## config.mk

```make
export PLATFORM = sky130hd
export DESIGN_NAME = uart_rx_core
export DESIGN_NICKNAME = d
export VERILOG_FILES = /design/src/rtl/uart_rx_pkg.sv /design/src/rtl/uart_rx_sampler.sv /design/src/rtl/uart_rx_core.sv
export SDC_FILE = /design/constraint.sdc
export NUM_CORES = 1
export LEC_CHECK = 0
export CORE_MARGIN = 2
export CORE_UTILIZATION = 51
export DETAILED_ROUTE_END_ITERATION = 7
export PLACE_DENSITY = 0.75
export SYNTH_ARGS = -nofsm -noshare
export SYNTH_HDL_FRONTEND = slang
export SYNTH_SLANG_ARGS = --single-unit
```

## constraint.sdc

```tcl
create_clock -name clk -period 2.8 [get_ports clk]
set_clock_uncertainty 0.1 [all_clocks]
set_input_delay 0.56 -clock clk [delete_from_list [all_inputs] [get_ports clk]]
set_output_delay 0.56 -clock clk [all_outputs]
set_load 0.01 [all_outputs]
```

## src/rtl/uart_rx_pkg.sv

```systemverilog
// ---------------------------------------------------------------------------
// uart_rx_pkg
//   Shared types and constants for the oversampling UART receiver.
//   - rx_state_e     : receiver FSM states
//   - PRESC_8/16/32  : supported oversampling ratios
//   - CNT_W          : width of the per-bit edge counter (holds up to 32)
//   - prescale_eff() : maps a raw Prescale value onto a supported ratio
// ---------------------------------------------------------------------------
package uart_rx_pkg;

  localparam int CNT_W = 6;

  localparam logic [CNT_W-1:0] PRESC_8  = 6'd8;
  localparam logic [CNT_W-1:0] PRESC_16 = 6'd16;
  localparam logic [CNT_W-1:0] PRESC_32 = 6'd32;

  typedef enum logic [2:0] {
    IDLE   = 3'd0,
    START  = 3'd1,
    DATA   = 3'd2,
    PARITY = 3'd3,
    STOP   = 3'd4
  } rx_state_e;

  // Unsupported ratios (including 0) fall back to dflt. With a 5-bit
  // Prescale port the value 32 cannot be expressed and decodes as dflt.
  function automatic logic [CNT_W-1:0] prescale_eff(input logic [CNT_W-1:0] presc,
                                                   input logic [CNT_W-1:0] dflt);
    logic [CNT_W-1:0] res;
    case (presc)
      PRESC_8, PRESC_16, PRESC_32: res = presc;
      default:                     res = dflt;
    endcase
    return res;
  endfunction

endpackage

```

## src/rtl/uart_rx_sampler.sv

```systemverilog
// ---------------------------------------------------------------------------
// uart_rx_sampler
//   Per-bit timing for the UART receiver: edge counter 0..P-1, sample-point
//   decode and bit value recovery.
//   Build option: UART_RX_MAJORITY_VOTE_EN selects a 2-of-3 vote over the
//   samples at P/2-1, P/2 and P/2+1; otherwise a single sample at P/2.
//   Ports:
//     clk            oversampling clock
//     rst            asynchronous active-low reset
//     rx_i           serial line
//     run_i          advance the edge counter (receiver busy)
//     clr_i          restart the edge counter at 0 (start detected)
//     presc_i        effective oversampling ratio P
//     bit_value_o    recovered bit value, final when sample_done_o is high
//     sample_done_o  edge counter is at P/2+1
//     bit_done_o     edge counter is at P-1 (last cycle of the bit)
// ---------------------------------------------------------------------------
module uart_rx_sampler
  import uart_rx_pkg::*;
(
  input  logic             clk,
  input  logic             rst,
  input  logic             rx_i,
  input  logic             run_i,
  input  logic             clr_i,
  input  logic [CNT_W-1:0] presc_i,
  output logic             bit_value_o,
  output logic             sample_done_o,
  output logic             bit_done_o
);

  localparam logic [CNT_W-1:0] CNT_ONE = CNT_W'(1);

  logic [CNT_W-1:0] edge_cnt_q, edge_cnt_d;
  logic [CNT_W-1:0] cnt_last, cnt_mid, cnt_late;
  logic             s_mid_q;

  assign cnt_last = presc_i - CNT_ONE;
  assign cnt_mid  = presc_i >> 1;
  assign cnt_late = cnt_mid + CNT_ONE;

  always_comb begin
    edge_cnt_d = edge_cnt_q;
    if (clr_i) begin
      edge_cnt_d = '0;
    end else if (run_i) begin
      if (edge_cnt_q == cnt_last) edge_cnt_d = '0;
      else                        edge_cnt_d = edge_cnt_q + CNT_ONE;
    end
  end

  always_ff @(posedge clk or negedge rst) begin
    if (!rst) edge_cnt_q <= '0;
    else      edge_cnt_q <= edge_cnt_d;
  end

  always_ff @(posedge clk or negedge rst) begin
    if (!rst)                                 s_mid_q <= 1'b1;
    else if (run_i && edge_cnt_q == cnt_mid)  s_mid_q <= rx_i;
  end

`ifdef UART_RX_MAJORITY_VOTE_EN
  logic [CNT_W-1:0] cnt_early;
  logic             s_early_q;

  assign cnt_early = cnt_mid - CNT_ONE;

  always_ff @(posedge clk or negedge rst) begin
    if (!rst)                                  s_early_q <= 1'b1;
    else if (run_i && edge_cnt_q == cnt_early) s_early_q <= rx_i;
  end

  // The third sample is the live line during P/2+1; it is consumed by the
  // FSM registers on the same edge that would have stored it here.
  assign bit_value_o = (s_early_q & s_mid_q) | (s_early_q & rx_i) | (s_mid_q & rx_i);
`else
  assign bit_value_o = s_mid_q;
`endif

  assign sample_done_o = run_i && (edge_cnt_q == cnt_late);
  assign bit_done_o    = run_i && (edge_cnt_q == cnt_last);

endmodule

```

## src/rtl/uart_rx_core.sv

```systemverilog
// ---------------------------------------------------------------------------
// uart_rx_core
//   Oversampling UART receiver: start detect, 8 data bits LSB-first,
//   optional even/odd parity, one stop bit. Delivers the byte on P_DATA with
//   a one-cycle data_valid strobe and flags parity/framing errors.
//   Build option: UART_RX_MAJORITY_VOTE_EN (see uart_rx_sampler).
//   RX_IN is expected to be synchronous to clk.
//   Ports:
//     clk            oversampling clock (Prescale x baud)
//     rst            asynchronous active-low reset
//     RX_IN          serial line, idle high
//     PAR_EN         frame carries a parity bit
//     PAR_TYP        0 even, 1 odd parity
//     Prescale       oversampling ratio 8/16/32, anything else acts as PRESC_DEF
//     P_DATA         last error-free byte
//     data_valid     one-cycle strobe with a new P_DATA
//     parity_error   parity mismatch in the current/last frame
//     framing_error  stop bit sampled low in the current/last frame
//
//   state  | meaning
//   IDLE   | line idle, waiting for a low level
//   START  | start bit; a high sample means glitch -> IDLE
//   DATA   | shifting in data bits LSB-first
//   PARITY | checking the parity bit
//   STOP   | checking the stop bit, delivering the byte
// ---------------------------------------------------------------------------
module uart_rx_core
  import uart_rx_pkg::*;
#(
  parameter int DATA_W    = 8,
  parameter int PRESC_W   = 5,
  parameter int PRESC_DEF = 8
) (
  input  logic              clk,
  input  logic              rst,
  input  logic              RX_IN,
  input  logic              PAR_EN,
  input  logic              PAR_TYP,
  input  logic [PRESC_W-1:0] Prescale,
  output logic [DATA_W-1:0] P_DATA,
  output logic              data_valid,
  output logic              parity_error,
  output logic              framing_error
);

  localparam int                BCNT_W   = $clog2(DATA_W);
  localparam logic [BCNT_W-1:0] LAST_BIT = BCNT_W'(DATA_W - 1);
  localparam logic [BCNT_W-1:0] BCNT_ONE = BCNT_W'(1);
  localparam logic [CNT_W-1:0]  DEF_P    = CNT_W'(PRESC_DEF);

  rx_state_e         state_q, state_d;
  logic [BCNT_W-1:0] bit_cnt_q, bit_cnt_d;
  logic [DATA_W-1:0] shift_q, shift_d;
  logic [DATA_W-1:0] p_data_q, p_data_d;
  logic [CNT_W-1:0]  presc_q, presc_d;
  logic              par_en_q, par_en_d;
  logic              par_typ_q, par_typ_d;
  logic              data_valid_q, data_valid_d;
  logic              parity_error_q, parity_error_d;
  logic              framing_error_q, framing_error_d;

  logic              start_det;
  logic              bit_value, sample_done, bit_done;
  logic              exp_par;

  uart_rx_sampler u_sampler (
    .clk           (clk),
    .rst           (rst),
    .rx_i          (RX_IN),
    .run_i         (state_q != IDLE),
    .clr_i         (start_det),
    .presc_i       (presc_q),
    .bit_value_o   (bit_value),
    .sample_done_o (sample_done),
    .bit_done_o    (bit_done)
  );

  assign exp_par = par_typ_q ? ~^shift_q : ^shift_q;

  always_comb begin
    state_d         = state_q;
    bit_cnt_d       = bit_cnt_q;
    shift_d         = shift_q;
    p_data_d        = p_data_q;
    presc_d         = presc_q;
    par_en_d        = par_en_q;
    par_typ_d       = par_typ_q;
    data_valid_d    = 1'b0;
    parity_error_d  = parity_error_q;
    framing_error_d = framing_error_q;
    start_det       = 1'b0;

    case (state_q)
      IDLE: begin
        if (!RX_IN) start_det = 1'b1;
      end
      START: begin
        if (sample_done && bit_value) begin
          state_d = IDLE;
        end else if (bit_done) begin
          state_d   = DATA;
          bit_cnt_d = '0;
        end
      end
      DATA: begin
        if (sample_done) shift_d = {bit_value, shift_q[DATA_W-1:1]};
        if (bit_done) begin
          if (bit_cnt_q == LAST_BIT) begin
            bit_cnt_d = '0;
            state_d   = par_en_q ? PARITY : STOP;
          end else begin
            bit_cnt_d = bit_cnt_q + BCNT_ONE;
          end
        end
      end
      PARITY: begin
        if (sample_done && (bit_value != exp_par)) parity_error_d = 1'b1;
        if (bit_done) state_d = STOP;
      end
      STOP: begin
        if (sample_done && !bit_value) framing_error_d = 1'b1;
        if (bit_done) begin
          // Framing is sampled at P/2+1, so both flags are settled here.
          if (!parity_error_q && !framing_error_q) begin
            p_data_d     = shift_q;
            data_valid_d = 1'b1;
          end
          if (!RX_IN) start_det = 1'b1;
          else        state_d   = IDLE;
        end
      end
      default: state_d = IDLE;
    endcase

    // Start detection (from IDLE or directly after a stop bit) latches the
    // frame configuration and clears the previous frame's error flags.
    if (start_det) begin
      state_d         = START;
      bit_cnt_d       = '0;
      par_en_d        = PAR_EN;
      par_typ_d       = PAR_TYP;
      presc_d         = prescale_eff(CNT_W'(Prescale), DEF_P);
      parity_error_d  = 1'b0;
      framing_error_d = 1'b0;
    end
  end

  always_ff @(posedge clk or negedge rst) begin
    if (!rst) begin
      state_q         <= IDLE;
      bit_cnt_q       <= '0;
      shift_q         <= '0;
      p_data_q        <= '0;
      presc_q         <= DEF_P;
      par_en_q        <= 1'b0;
      par_typ_q       <= 1'b0;
      data_valid_q    <= 1'b0;
      parity_error_q  <= 1'b0;
      framing_error_q <= 1'b0;
    end else begin
      state_q         <= state_d;
      bit_cnt_q       <= bit_cnt_d;
      shift_q         <= shift_d;
      p_data_q        <= p_data_d;
      presc_q         <= presc_d;
      par_en_q        <= par_en_d;
      par_typ_q       <= par_typ_d;
      data_valid_q    <= data_valid_d;
      parity_error_q  <= parity_error_d;
      framing_error_q <= framing_error_d;
    end
  end

  assign P_DATA        = p_data_q;
  assign data_valid    = data_valid_q;
  assign parity_error  = parity_error_q;
  assign framing_error = framing_error_q;

endmodule

```

After elaboration in Yosys (flattened, before gate mapping) --
Index checks and enable logic that the tools add are counted.
Word-level totals: output and inout bits 11, register bits 40
Cells by class: reductions and logical operators 27, eq/ne operators 20, add/subtract/negate cells 4, muxes and demuxes 33
Operators with widths (count):
- $mux 3 | 14
- $ne 3x3->1 const B | 7
- $mux 6 | 3
- $pmux 3 s5 | 1
- $eq 6x6->1 | 2
- $mux 1 | 12
- $reduce_bool 2->1 | 5
- $reduce_xnor 8->1 | 1
- $reduce_xor 8->1 | 1
- $logic_and 1x1->1 | 7
- $reduce_and 7->1 | 1
- $add 5x1->6 const B | 1
- $add 6x1->6 const B | 1
- $eq 3x2->1 const B | 2
- $eq 3x3->1 const B | 2
- $eq 6x5->1 | 1
- $pmux 3 s2 | 1
- $reduce_and 2->1 | 3
- $reduce_bool 3->1 | 2
- $sub 6x1->6 const B | 1
- $eq 5x4->1 const B | 1
- $eq 5x5->1 const B | 1
- $mux 5 | 1
- $ne 4x4->1 const B | 1
- other kinds (10) | 12

Depth between registers and ports, before layout --
depth after elaboration 7, depth in mapped cells 10, depth with buffers taken out 8

Hierarchy --
A second synthesis with hierarchy kept.
Unflattened totals: cell total of the unflattened synthesis 198, area, all modules 2179.6 um2
By module, submodules not included:
- uart_rx_core | area an instance 1468.9 um2, cells an instance 117, instances 1
- uart_rx_sampler | area an instance 710.7 um2, cells an instance 81, instances 1

Least setup slack after synthesis --
OpenSTA, ideal clock, no wires.
path kind register to register, from register presc_q[2], to register p_data_q[0], in the netlist P_DATA[0], required time 2575 ps, setup slack -63 ps, arrival time 2638 ps, cell stages (with the launch flop) 11, cell sequence dfrtp_1 -> clkbuf_2 -> inv_1 -> ha_1 -> nor4b_1 -> xor2_1 -> or3_4 -> or2_1 -> buf_6 -> nor4_4 -> mux2_2
Between the ends: word-level cells in the longest chain between the ends 4
Ends and longest elaborated chain:
- start: declaration | RTL line uart_rx_core.sv:55 | logic [CNT_W-1:0] presc_q, presc_d;
- start signal: assignment | RTL line uart_rx_core.sv:165 | presc_q <= presc_d;
- $sub 6x1->6 | RTL line uart_rx_sampler.sv:38 | assign cnt_last = presc_i - CNT_ONE;
- $eq 6x6->1 | RTL line uart_rx_sampler.sv:81 | assign bit_done_o = run_i && (edge_cnt_q == cnt_last);
- $logic_and 1x1->1 | RTL line uart_rx_sampler.sv:81
- $reduce_and 3->1 (no line)
- end signal: assignment | RTL line uart_rx_core.sv:164 | p_data_q <= p_data_d;
- end: declaration | RTL line uart_rx_core.sv:54 | logic [DATA_W-1:0] p_data_q, p_data_d;
Every way passes these cells. A chain may end at the register's enable or synchronous reset.

Worst setup path in the final report --
from register presc_q[0], to register p_data_q[4], in the netlist P_DATA[4]
The elaborated chain is that of the path after synthesis.

==> results_dict.tcl <==
set metrics [dict create \
    cts_tree "built" \
    syn_to_final_growth_pct 16.21 \
    antenna_cells 0 \
    design.portCount 21 \
    hold_class "in2async" \
    crit_type "reg2reg" \
    finalSetupViolations 0 \
    worst_slack_ns 0.1766 \
    leakage_nw 1.156 \
    finalSetupTns_ns 0 \
    synth_cells 203 \
    maxCapViolCount 0 \
    startpoint_type "register" \
    avgSynthCellArea_um2 10.68 \
    vias 1527 \
    first_pass_iters 4 \
    synth_warnings 0 \
    start_util_pct 53.44 \
    post-route-period-util_pct 93.69 \
    fmax_mhz 381.2 \
    antenna_found_initial 0 \
    ff_latch_area_um2 979.7 \
    vias_per_cell 5.493 \
    final_hold_viol_count 0 \
    port_buffers 20 \
    finalWirelength_um 4160 \
    fp.coreArea_um2 4058 \
    cts_inserted_buffers 5 \
    r2r_start "presc_q[0]" \
    wire_per_inst_um 14.96 \
    path_clk_slew_ns 0.08 \
    pre_cts_ws_ns 0.09724 \
    relSlewSlack_pct 44.07 \
    drc_errors 0 \
    cts_root_buf "clkbuf_8" \
    worst_ep_required_time_ns 2.88 \
    fill_cells 329 \
    clockBufferDepth 2 \
    grt_pass1_vias 1515 \
    ys_seq_area_share_pct 45.12 \
    die_height_um 69.21 \
    synth_cell_types 47 \
    gp_congestion 0.8897 \
    design.die.area_um2 4789 \
    cts_sinks 39 \
    synth_nets 219 \
    p_per_area_nw_per_um2 691.8 \
    layout_min_cycle_time_ns 2.623 \
    worstSkewPairLatency_ns 0.29 \
    slew_viol_final 0 \
    chipWidth_um 69.21 \
    critPathArrivalTime_ns 2.70 \
    syn_area_um2 2168 \
    worst-slew-pin-transition_ns 0.8389 \
    path_max_fanout 9 \
    grtUsageTotal_pct 19.12 \
    grt_max_degree 40 \
    drt_iter0_drc 117 \
    ir_drop_v 0.0004981 \
    multi_input_area_um2 1104 \
    status "finished, final reports clean" \
    rows 23 \
    rsz0062_at_grt "false" \
    final_core_util_pct 62.10 \
    endpoint_kind "register" \
    grt_pass1_wl_um 7320 \
    dp_hpwl_um 2981 \
    layout.nets 243 \
    p_total_mw 1.743 \
    htree_num_levels 2 \
    ys_ff_latch 39 \
    overflow 0 \
    postRouteAntennaNets 0 \
    drive_gt1_share_pct 19.74 \
    cp-startpoint "presc_q[0]" \
]
[state kept, by name, indices dropped and copies added (netlist names)]
signal	flops
P_DATA	8
framing_error	1
par_en_q	1
presc_q	5
u_sampler.edge_cnt_q	6
par_typ_q	1
shift_q	8
data_valid	1
state_q	3
u_sampler.bit_value_o	1
bit_cnt_q	3
parity_error	1
[path summary, 6_finish.rpt]
kind	to	slack, ns	cells after the start
setup / recovery	P_DATA[4]	0.18	9
hold / removal	u_sampler.edge_cnt_q[5]	0.27	1
setup reg to reg	P_DATA[4]	0.18	9
hold reg to reg	P_DATA[1]	0.41	1
max in group asynchronous	presc_q[0]	1.76	1
min in group clk	P_DATA[1]	0.41	1
[Yosys cell counts, drive strengths merged]
cell type	count	area (um^2)
dfstp	2	52.55
and3	1	6.260
xnor2	14	122.6
nand4	2	12.51
nand2b	2	12.51
a21o	1	7.510
o21a	1	7.510
o21ai	5	25.02
nor4b	1	8.760
and4bb	1	12.51
and4	1	8.760
nor2b	1	6.260
nor4	6	58.80
a2111oi	1	8.760
ha	6	75.07
nor2	12	45.04
mux2	19	214.0
xor2	15	138.9
and2	6	37.54
or2	1	6.260
nor3	7	35.03
or3	2	17.52
o22ai	1	6.260
clkbuf	8	31.28
a211o	1	8.760
buf	4	35.03
a41o	1	10.01
a211oi	3	22.52
a31oi	1	6.260
nand3	8	40.04
mux2i	3	30.03
o31a	1	8.760
a21oi	2	10.01
o2bb2ai	1	8.760
o31ai	1	7.510
dfrtp	37	925.9
nand2	15	56.30
o211ai	1	7.510
nand3b	1	7.510
inv	7	26.28
[cells by family after synthesis]
family	after synthesis	synth area share (%)
AO/OA/AOI/OAI	21	6.695
XOR/XNOR	29	12.06
adder cells (fa/ha/maj)	6	3.462
buffers and inverters	19	4.270
flip-flops	39	45.12
multiplexers	22	11.25
AND/OR/NAND/NOR	67	17.14
[cell usage in the layout (no fill, tap or decap), types with 8 or more instances in the layout]
cell / Yosys / layout
clkdlybuf4s50_1: 0 / 19
dfrtp_1: 37 / 36
nand2_1: 15 / 15
xnor2_1: 14 / 14
nor2_1: 12 / 12
xor2_1: 14 / 14
nand3_1: 8 / 8
buf_4: 1 / 9
mux2_2: 19 / 19
[layer usage]
metal  track usage (%)  up-vias  share of wire [%]
met3             3.052        7                3.8
met4             9.586        0                2.0
met2             27.67       36                 46
li1                  -      749                  -
met5                 0        -                  0
met1             27.80      735                 48
[power by group]
part	leakage (nW)	internal (mW)	switching, mW
Combinational	0.592	0.285	0.318
Clock	0.0412	0.174	0.196
Sequential	0.523	0.647	0.122
Total	1.16	1.11	0.637
[repair_timing]
action	4_1_cts	5_1_grt
setup buffers	0	0
gates resized for setup	0	2
endpoints found under the setup margin	0	11
hold buffers	0	0
[per-stage QoR]
step / area (um^2) / hold WS [ns] / cells
after detailed placement: 2427 / 0.3984 / 270
after CTS: 2512 / 0.2991 / 278
after global placement: 2427 / 0.3915 / 270
after floorplan: 2168 / 0.1644 / 203
final: 2520 / 0.2675 / 278
after global routing: 2520 / 0.3373 / 278
[critical path, cell delays in order (launching register included)]
cell      delay, ns
dfrtp_2        0.41
inv_1          0.06
ha_1           0.29
xor2_1         0.18
o211ai_1       0.12
or3_4          0.36
or2_1          0.28
nor4_4         0.14
buf_4          0.22
mux2_2         0.35
[layout make-up]
class,count,area share (%)
timing repair buffer,29,10.43
sequential,39,38.88
tap,50,2.483
multi-input combinational,145,43.79
clock buffer,6,2.880
clock inverter,2,0.4965
inverter,7,1.043
Power figures use the tool's default switching activity.
